### src/rtl/fsm_flancos_pkg.sv
// fsm_flancos_pkg
// Shared definitions for the SPI edge-sequencing FSM:
//   state_t          - FSM state encoding
//   CLK_DIV_DEFAULT  - default clk cycles per SPI_CLK half-period
//   cnt_width()      - phase-counter width for a given CLK_DIV
//   CNT_W_DEFAULT    - phase-counter width for the default CLK_DIV
package fsm_flancos_pkg;

   typedef enum logic [2:0] {
      IDLE   = 3'd0,
      LOAD   = 3'd1,
      CONV   = 3'd2,
      CLK_LO = 3'd3,
      CLK_HI = 3'd4,
      DONE   = 3'd5
   } state_t;

   localparam int CLK_DIV_DEFAULT = 2;

   function automatic int cnt_width(input int div);
      return $clog2(div) + 1;
   endfunction

   localparam int CNT_W_DEFAULT = cnt_width(CLK_DIV_DEFAULT);

endpackage

### src/rtl/fsm_flancos_phase_cnt.sv
// fsm_flancos_phase_cnt
// Down-counter timing one SPI_CLK half-period.
// Ports:
//   clk  - system clock
//   rst  - synchronous active-high reset (counter cleared)
//   load - reload with CLK_DIV-1 (asserted on the edge entering a phase)
//   term - counter has reached zero: current cycle is the last of the phase
module fsm_flancos_phase_cnt
   import fsm_flancos_pkg::*;
#(
   parameter int CLK_DIV = CLK_DIV_DEFAULT,
   parameter int CNT_W   = cnt_width(CLK_DIV)
) (
   input  logic clk,
   input  logic rst,
   input  logic load,
   output logic term
);

   localparam logic [CNT_W-1:0] RELOAD = CNT_W'(CLK_DIV - 1);

   logic [CNT_W-1:0] cnt_reg;

   always_ff @(posedge clk) begin
      if (rst) begin
         cnt_reg <= '0;
      end else if (load) begin
         cnt_reg <= RELOAD;
      end else if (cnt_reg != '0) begin
         cnt_reg <= cnt_reg - CNT_W'(1);
      end
   end

   assign term = (cnt_reg == '0);

endmodule

### src/rtl/fsm_flancos.sv
// fsm_flancos
// SPI edge sequencer for the shared amplifier/ADC SPI controller.
// A rising edge on Init (while idle) pulses Reg_Rst, optionally pulses
// ADC_Conv (ADC mode), then generates SPI_CLK (2*CLK_DIV clk period,
// 50% duty, starting low) until EdgDone has been seen, finishing with a
// one-cycle Init_Done pulse.
// Ports:
//   clk, rst   - clock and synchronous active-high reset
//   Init       - start request (0->1 edge starts a transaction)
//   EdgDone    - edge counter reports all SPI edges produced
//   AMP_ADC    - target select latched at start (1 = amplifier, 0 = ADC)
//   ADC_Conv   - ADC conversion-start strobe
//   SPI_CLK    - SPI serial clock
//   Init_Done  - transaction-complete pulse
//   Reg_Rst    - datapath reset strobe
module fsm_flancos
   import fsm_flancos_pkg::*;
#(
   parameter int CLK_DIV = CLK_DIV_DEFAULT
) (
   input  logic clk,
   input  logic rst,
   input  logic Init,
   input  logic EdgDone,
   input  logic AMP_ADC,
   output logic ADC_Conv,
   output logic SPI_CLK,
   output logic Init_Done,
   output logic Reg_Rst
);

   state_t state_reg, state_next;
   logic   init_q_reg;
   logic   mode_reg;
   logic   edge_seen_reg;
   logic   start;
   logic   in_clk_phase;
   logic   phase_load;
   logic   phase_term;

   assign start        = (state_reg == IDLE) && Init && !init_q_reg;
   assign in_clk_phase = (state_reg == CLK_LO) || (state_reg == CLK_HI);

   // Reload the phase counter on every edge that enters a clock phase,
   // so each low/high phase lasts exactly CLK_DIV cycles.
   assign phase_load = ((state_next == CLK_LO) || (state_next == CLK_HI)) &&
                       (state_next != state_reg);

   fsm_flancos_phase_cnt #(
      .CLK_DIV (CLK_DIV)
   ) u_phase_cnt (
      .clk  (clk),
      .rst  (rst),
      .load (phase_load),
      .term (phase_term)
   );

   always_ff @(posedge clk) begin
      if (rst) begin
         state_reg     <= IDLE;
         init_q_reg    <= 1'b0;
         mode_reg      <= 1'b0;
         edge_seen_reg <= 1'b0;
      end else begin
         state_reg  <= state_next;
         init_q_reg <= Init;
         if (start) begin
            mode_reg      <= AMP_ADC;
            edge_seen_reg <= 1'b0;
         end else if (in_clk_phase && EdgDone) begin
            // Sticky so a single-cycle EdgDone pulse is never lost.
            edge_seen_reg <= 1'b1;
         end
      end
   end

   always_comb begin
      state_next = state_reg;
      ADC_Conv   = 1'b0;
      SPI_CLK    = 1'b0;
      Init_Done  = 1'b0;
      Reg_Rst    = 1'b0;
      case (state_reg)
         IDLE: begin
            if (start) state_next = LOAD;
         end
         LOAD: begin
            Reg_Rst    = 1'b1;
            state_next = mode_reg ? CLK_LO : CONV;
         end
         CONV: begin
            ADC_Conv   = 1'b1;
            state_next = CLK_LO;
         end
         CLK_LO: begin
            if (phase_term) state_next = CLK_HI;
         end
         CLK_HI: begin
            SPI_CLK = 1'b1;
            // The high phase always runs to completion; EdgDone in its
            // final cycle still counts toward finishing now.
            if (phase_term) begin
               state_next = (edge_seen_reg || EdgDone) ? DONE : CLK_LO;
            end
         end
         DONE: begin
            Init_Done  = 1'b1;
            state_next = IDLE;
         end
         default: begin
            state_next = IDLE;
         end
      endcase
   end

endmodule

### config.mk
export PLATFORM = sky130hd
export DESIGN_NAME = fsm_flancos
export DESIGN_NICKNAME = d
export VERILOG_FILES = /design/src/rtl/fsm_flancos_pkg.sv /design/src/rtl/fsm_flancos_phase_cnt.sv /design/src/rtl/fsm_flancos.sv
export SDC_FILE = /design/constraint.sdc
export NUM_CORES = 1
export LEC_CHECK = 0
export ABC_AREA = 1
export CORE_AREA = 2 2 39 41
export DETAILED_ROUTE_END_ITERATION = 12
export DIE_AREA = 0 0 41 43
export PLACE_DENSITY = 0.61
export SYNTH_ARGS = -nofsm -noshare
export SYNTH_HDL_FRONTEND = slang
export SYNTH_HIERARCHICAL = 1
export SYNTH_SLANG_ARGS = --single-unit
### constraint.sdc
create_clock -name clk -period 3.5 [get_ports clk]
set_input_delay 0.875 -clock clk [delete_from_list [all_inputs] [get_ports clk]]
set_output_delay 0.875 -clock clk [all_outputs]
set_load 0.02 [all_outputs]
==> results.md, run 1 <==
- The number of global-route vias before repair is between 300 and 400.
- The dominant combinational cell family by area after synthesis is simple AND/OR/NAND/NOR gates.
- After routing, the total negative slack on setup checks comes to 0 ns.
- For this run, the post-layout net count is 92.
- The synthesized-area fraction occupied by xor and xnor cells is 0.
- Setup repair after global routing left no endpoint under its margin.
- The floorplan row count is 14.
- The flow ran to the end, and the final reports show no timing, DRC or antenna violations.
- The main flop type after synthesis is sky130_fd_sc_hd__dfxtp_1.
- In the synthesized netlist the async set-or-reset flop fraction comes to 0.
- Dividing the detail-routed via count by the number of cells gives around 4.6.
- For this design the top-level I/O count stands at 9.
- For this run, the total global-route usage over all layers was measured as 0.132.
- Of the total synthesized cell area, the portion taken by full adders, half adders and majority gates is 0.0552.
- The die extent in x is 41 µm.
- Of the cells placed in the final design, the portion with a size suffix greater than 1 is 0.108.
- The number of max-cap violations is 0.
- The worst pin sits at a relative slew slack of 0.834.
- The worst hold-check slack is roughly 0.45 ns.
- The worst stage delay on the critical path is slightly above 0.6 ns.
- The per-cell routed wire length is around 8.4 µm.
- The start of the worst register-to-register path is u_phase_cnt/cnt_reg[0]$_SDFFE_PP0P_.
- Setup violations remaining at the end of the flow were counted as 0.
- The post-synthesis compound-gate area fraction is 0.0884.
- The mux cell area share after synthesis is 0.
- The detailed-route wire length is 830 µm.
- Global routing finished with a remaining overflow of 0.
- In this run the power density over the cells is approximately 600 nW/µm².
- The destination of the critical timing path is Init_Done.
- The capture instance of the worst register-to-register path is u_phase_cnt/cnt_reg[0]$_SDFFE_PP0P_.
- The simple-gate share of the synthesized area is 0.354.
- The register with the most flip-flops in the layout has 3 of them.
- Clock tree synthesis inserted a total of 3 buffers.
- The count of endpoints failing hold in the final timing report is 0.
- The worst hold path belongs to the class reg2reg.
- TritonCTS built the clock tree.
- The startpoint of the most critical setup path is state_reg[0]$_SDFF_PP0_.
- After synthesis the netlist holds a flip-flop and latch count of 8.
- Setup slack on the worst reg-to-reg path comes out at 2.04 ns.
- Walking the worst path, the cells encountered are inv_2 -> nor3_1 -> clkdlybuf4s50_1.
- The count of pins over their slew limit was 0.
- Routability-driven placement finished with a final weighted congestion of between 0.6 and 0.7.
- After detailed routing, the number of remaining DRC violations is 0.
- The data arrival at the endpoint of the critical path is around 1.6 ns.
- The critical path is of the reg2out type.
- The count of mapped cells out of synthesis is 72.
- The detailed router finished its first iteration with 5 violations.
- The cell with the largest stage delay on the worst path is sky130_fd_sc_hd__clkdlybuf4s50_1.
- Dividing the synthesized area by the synthesized cell count gives approximately 6.3 µm².
- Counting both buffers and inverters, the worst setup path holds a total of 2.
- Port buffering added 8 buffers.
- The root buffer cell chosen for the clock tree is sky130_fd_sc_hd__clkbuf_4.
- Clock latency on the worst-skew pair, taken at its later pin, is 0.25 ns.
- The final antenna diode count is 0.
- Counting along the longest clock path gives a buffer depth of 2.
- The type of origin of the critical path is a flop.
- Once detail routing completed, the nets flagged for antenna violations numbered 0.
- CTS saw 8 sinks.
- The kind of end point of the critical path is an output port.
- The final route contains roughly 460 vias.
- In this design, the largest share of critical-path delay is due to buffers and inverters.
- Along the worst path, the maximum fanout reaches 7.
- The die covers approximately 1800 µm².
- At the worst endpoint, the required time is around 2.6 ns.
- The cell area that synthesis handed to floorplanning was 453 µm².
- The clock input transition at the sequential cells of the worst setup and hold paths is around 0.05 ns.
- The area growth from synthesis to layout is 27.1%.
- The number of buffers added for setup after CTS is 0.
- The die is 43 µm tall.
- The initial antenna violation count came to 0.
- Synthesis instantiated 16 different standard cells from the library.
- The wire-length estimate of the detail-placed layout is around 660 µm.
- Across the VDD grid, the largest voltage drop is around 260 µV.
- The number of nets produced by synthesis is 79.
- In this run the static leakage power is around 0.31 nW.
- The first global-routing pass estimated 1.51 mm of wire.
- The total area inside the core boundary comes to around 1400 µm².
- The H-tree level count is 1.
- Timing would allow up to 0.410 GHz.
- The final worst clock skew is ~0.0011 ns.
- The initial utilization of the core area, before any placement, comes to 0.327.
- Entering global routing, the biggest net connects 8 pins.
- The path depth of the worst reg2reg path is 11.
- At the end of the flow the core is filled with cells to 0.416.
- The post-route minimum period is around 2.4 ns.
- During synthesis, Yosys emitted a total of 6 warnings.
- The portion of the clock cycle consumed by the worst path in the final layout is 0.697.
- Of the synthesized area, sequential elements account for 0.354.
- In this run the number of cells on the critical path is 3.
- The post-CTS resize count is 0.
- The number of flops mapped to enable cells by yosys is 0.
- The number of hold buffers added after cts is 0.
- The worst-margin pin slew is around 0.25 ns.
- The first TritonRoute pass finished after 4 iterations.
-- routing by layer --
metal | vias up | global-route usage | routed length [µm]
met3 | 4 | 0.0471 | 61
met5 | - | 0 | 0
met2 | 15 | 0.178 | 373
met1 | 194 | 0.163 | 362
met4 | 0 | 0.100 | 33
li1 | 243 | - | -
-- cell usage in the layout, fill, tap and decap left out, types with 3 or more instances in the layout --
master / instances
sky130_fd_sc_hd__o21ai_0: 3
sky130_fd_sc_hd__inv_2: 3
sky130_fd_sc_hd__a21oi_1: 4
sky130_fd_sc_hd__nor2_1: 7
sky130_fd_sc_hd__inv_1: 14
sky130_fd_sc_hd__clkdlybuf4s50_1: 8
sky130_fd_sc_hd__clkbuf_4: 3
sky130_fd_sc_hd__nand2_1: 14
sky130_fd_sc_hd__dfxtp_1: 8
sky130_fd_sc_hd__nand3_1: 8
-- Yosys cell counts (2+ instances only) --
library cell,count,area (µm²)
sky130_fd_sc_hd__inv_2,3,11.3
sky130_fd_sc_hd__ha_1,2,25.0
sky130_fd_sc_hd__inv_1,14,52.6
sky130_fd_sc_hd__nor2_1,7,26.3
sky130_fd_sc_hd__nor3_1,2,10.0
sky130_fd_sc_hd__o21ai_0,3,15.0
sky130_fd_sc_hd__nand3_1,8,40.0
sky130_fd_sc_hd__nor2_2,2,12.5
sky130_fd_sc_hd__a21oi_1,4,20.0
sky130_fd_sc_hd__nand2_1,14,52.6
sky130_fd_sc_hd__dfxtp_1,8,160
-- kinds of logic after synthesis --
kind of cell,count (synthesis)
adders and majority gates,2
and+or+nand+nor,36
buffers and inverters,18
AOI/OAI and AO/OA,8
DFF,8
-- where the power goes --
part	switching [mW]	internal (mW)
Combinational	0.0914	0.0607
Clock	0.0320	0.0393
Sequential	0.0137	0.109
-- metrics by stage --
step                std cells  instance area, µm²  total power, mW  setup slack (ns)
floorplan                  72                 453            0.240              1.66
global placement           96                 553            0.276              1.36
detailed placement         96                 553            0.278              1.34
CTS                        99                 576            0.353              1.05
global route               99                 576            0.385             0.933
finish                     99                 576            0.347              1.06
-- worst min-delay path by stage --
stage                                           from                    endpoint  cells past startpoint
after CTS                      mode_reg$_SDFFE_PP0P_       mode_reg$_SDFFE_PP0P_                      2
final                          mode_reg$_SDFFE_PP0P_       mode_reg$_SDFFE_PP0P_                      2
after global routing      edge_seen_reg$_SDFFE_PP0P_  edge_seen_reg$_SDFFE_PP0P_                      2
after detailed placement       mode_reg$_SDFFE_PP0P_       mode_reg$_SDFFE_PP0P_                      2
after floorplan                mode_reg$_SDFFE_PP0P_       mode_reg$_SDFFE_PP0P_                      2
after global placement         mode_reg$_SDFFE_PP0P_       mode_reg$_SDFFE_PP0P_                      2
-- final cells by class --
cell class	count	area (µm²)
Fill cell	164	808
Inverter	18	67.6
Multi-Input combinational cell	46	225
Timing Repair Buffer	8	80.1
Sequential cell	8	160
Clock buffer	3	22.5
Tap cell	16	20.0
-- tightest hold or removal path, cell delays in order (launching register included) --
cell and delay [ns]:
sky130_fd_sc_hd__dfxtp_1 0.31, sky130_fd_sc_hd__inv_1 0.05, sky130_fd_sc_hd__a21oi_1 0.05
(Power assumes the default switching activity.)
==> inputs of run 2 (changes only) <==
==> constraint.sdc (replaced) <==
create_clock -name clk -period 2.35 [get_ports clk]
set_input_delay 0.5875 -clock clk [delete_from_list [all_inputs] [get_ports clk]]
set_output_delay 0.5875 -clock clk [all_outputs]
set_load 0.02 [all_outputs]
==> run 2 against run 1 <==
Compared with the run above: clock skew is 0.00072 ns higher; combinational power is 49% higher; critical path depth stayed put; sequential power is 50% higher; flip-flop and latch count stayed put; non-clock buffer count stayed put; sequential share of layout area stayed put; critical path type unchanged; critical endpoint unchanged; highest routed layer unchanged.
==> results.md, run 2 (synthesis results as in run 1) <==
- Run status: complete, no violations (unchanged).
- The number of remaining DRC errors came to 0 (unchanged).
- The final core utilization is 0.416 (unchanged).
- The power share of the combinational group came to 0.442 (was 0.439).
- The CTS tree is yes (unchanged).
- The worst-margin pin slew is 0.254 ns (was 0.249 ns).
- The leakage power total came to 0.307 nW (unchanged).
- The number of sinks driven by the clock tree came to 8 (unchanged).
- Worst-path cell chain: inv_2 -> nor3_1 -> clkdlybuf4s50_1 (unchanged).
- The number of buffer cells added on primary ports is 8 (unchanged).
- The design area came to 576 µm² (unchanged).
- The final estimated routing congestion in global placement is 0.678 (about the same).
- The post-CTS resize count is 0 (unchanged).
- The initial antenna violation count is 0 (unchanged).
- The share of cells above drive strength 1 is 0.108 (unchanged).
- The proportion of total power due to net switching is 0.391 (was 0.396).
- The largest voltage drop on the vdd net was 407 µV (was 258 µV).
- The count of pins over their slew limit was 0 (unchanged).
- The number of inserted filler cells in the final layout was 161 (was 164).
- For this run, the top clock speed supported by timing is approximately 0.46 GHz.
- The data arrival at the endpoint of the critical path is 1.57 ns (was 1.56 ns).
- Of the available clock period, the critical path in the final layout requires 0.917.
- The total die area was 1760 µm² (unchanged).
- The internal power consumption is 312 µW (was 209 µW).
- The portion of total power attributed to the clock network is 0.199 (was 0.206).
- The number of hold buffers added after cts was 0 (unchanged).
- The clock period could shrink to around 2.2 ns.
- The post-placement cell area is 553 µm² (unchanged).
- The maximum fanout encountered on the critical timing path is 7 (unchanged).
- The maximum number of pins on one net before global-route repair is 8 (unchanged).
- The clock latency on the worst-skew pair is 0.25 ns (about the same).
- The number of global-route vias before repair came to 356 (was 369).
- The worst stage delay on the critical path is 0.62 ns (about the same).
- The half-perimeter wire length after detailed placement is 654 µm (was 664 µm).
- The path depth of the worst reg2reg path is 11 (unchanged).
- The global router's overall resource usage came to 0.123 (was 0.132).
- The detailed-route wire length was 804 µm (was 830 µm).
- The switching power of the nets is 200 µW (was 137 µW).
- The worst hold-check slack was 0.448 ns (was 0.445 ns).
- The I/O pin total is 9 (unchanged).
- The proportion of power drawn by flip-flops and latches is 0.359 (was 0.355).
- The floorplan row count was 14 (unchanged).
- The cell with the largest stage delay on the worst path is sky130_fd_sc_hd__clkdlybuf4s50_1 (unchanged).
- The clock input transition at the sequential cells of the worst setup and hold paths is 0.05 ns (about the same).
- The maximum clock insertion buffer count is 2 (unchanged).
- The total negative setup slack came to 0 ns (unchanged).
- The kind of end point of the critical path is an output port (unchanged).
- The first-pass GRT wire length is 1.44 mm (was 1.51 mm).
- The starting utilization of the core area is 0.327 (unchanged).
- The number of max-cap violations is 0 (unchanged).
- Unrepaired setup endpoints after global routing: no (unchanged).
- The number of flip-flops under the largest register name came to 3 (unchanged).
- The area overhead of the layout relative to synthesis is 27.1% (unchanged).
- The worst hold path depth is 2 (unchanged).
- The total number of nets in the final design is 92 (unchanged).
- The worst hold path class is reg2reg (unchanged).
- Commonest non-fill, non-tap cells in the layout: 14 x sky130_fd_sc_hd__inv_1, 14 x sky130_fd_sc_hd__nand2_1, 8 x sky130_fd_sc_hd__nand3_1, 8 x sky130_fd_sc_hd__dfxtp_1, 8 x sky130_fd_sc_hd__clkdlybuf4s50_1 (unchanged).
- The per-cell routed wire length was 8.12 µm (was 8.38 µm).
- The cell at the root of the clock tree is sky130_fd_sc_hd__clkbuf_4 (unchanged).
- The worst endpoint required time is 1.76 ns (was 2.62 ns).
- The total power per unit cell area is 890 nW/µm² (was 602 nW/µm²).
- The number of routed nets with antenna violations is 0 (unchanged).
- The placeable core region is 1380 µm² (unchanged).
- The H-tree level count came to 1 (unchanged).
- The count of vias placed by the detailed router is 442 (was 456).
- The count of placed standard cells in the final layout, fillers left out is 99 (unchanged).
- The number of vias per cell after detailed routing is 4.46 (was 4.61).
- The type of origin of the critical path is a flop (unchanged).
- The number of clock buffers inserted by TritonCTS came to 3 (unchanged).
- The area used by multi-input combinational logic is 225 µm² (unchanged).
- The overflow left after global routing is 0 (unchanged).
- The first-pass iteration count of the detailed router came to 4 (unchanged).
- The headroom to the max-slew limit is 0.831 (was 0.834).
- The number of placed cells counting well taps is 96 (unchanged).
- The die extent in x is 41 µm (unchanged).
- The final antenna diode count is 0 (unchanged).
- The sequential cell area is 160 µm² (unchanged).
- The count of endpoints failing hold in the final timing report was 0 (unchanged).
- The final worst clock skew is 0.00177 ns (was 0.00105 ns).
- The vertical extent of the die came to 43 µm (unchanged).
- The final number of setup-violating endpoints is 0 (unchanged).
- The start-to-end type of the worst setup path is reg2out (unchanged).
- The detailed router's first-iteration violation count was 10 (was 5).
- The number of buffers added for setup after CTS came to 0 (unchanged).
[run 2: cell counts in the layout (fill, tap and decap cells not counted)]
Identical to the previous run, type by type.
[run 2: power groups by stage]
| stage | Clock (mW) | Sequential, mW | Combinational [mW] |
|---|---|---|---|
| floorplan | 0 | 0.183 | 0.174 |
| global placement | 0 | 0.186 | 0.225 |
| detailed placement | 0 | 0.187 | 0.228 |
| CTS | 0.109 | 0.184 | 0.229 |
| global route | 0.118 | 0.186 | 0.265 |
| finish | 0.102 | 0.184 | 0.226 |
[run 2: critical path: cells and delay by family, from the launching register on]
| family | cells | cell delay (ns) |
|---|---|---|
| and+or+nand+nor | 1 | 0.17 |
| buffers and inverters | 2 | 0.69 |
| DFF | 1 | 0.46 |
[run 2: layout make-up]
type / instances / area share
clock buffer: 3 / 0.0391
tap: 16 / 0.0348
multi-input combinational: 46 / 0.391
timing repair buffer: 8 / 0.139
sequential: 8 / 0.278
inverter: 18 / 0.117
[run 2: worst paths after layout]
kind / startpoint / end / slack [ns]
setup / recovery: state_reg[0]$_SDFF_PP0_ / Init_Done / 0.20
hold reg to reg: mode_reg$_SDFFE_PP0P_ / mode_reg$_SDFFE_PP0P_ / 0.45
setup reg to reg: u_phase_cnt/cnt_reg[0]$_SDFFE_PP0P_ / u_phase_cnt/cnt_reg[0]$_SDFFE_PP0P_ / 0.89
hold / removal: mode_reg$_SDFFE_PP0P_ / mode_reg$_SDFFE_PP0P_ / 0.45
[run 2: metal layers]
metal	global-route usage	part of all wire	vias to the layer above
met5	0	0	-
met4	0.100	0.016	0
met3	0.0314	0.045	2
met2	0.153	0.45	8
met1	0.170	0.48	188
li1	-	-	244
[run 2: through the flow]
stage	worst slack [ns]	total power, mW
2_1_floorplan	0.795	0.357
5_1_grt	0.0752	0.570
3_3_place_gp	0.499	0.411
6_report	0.196	0.512
3_5_place_dp	0.475	0.414
4_1_cts	0.197	0.522
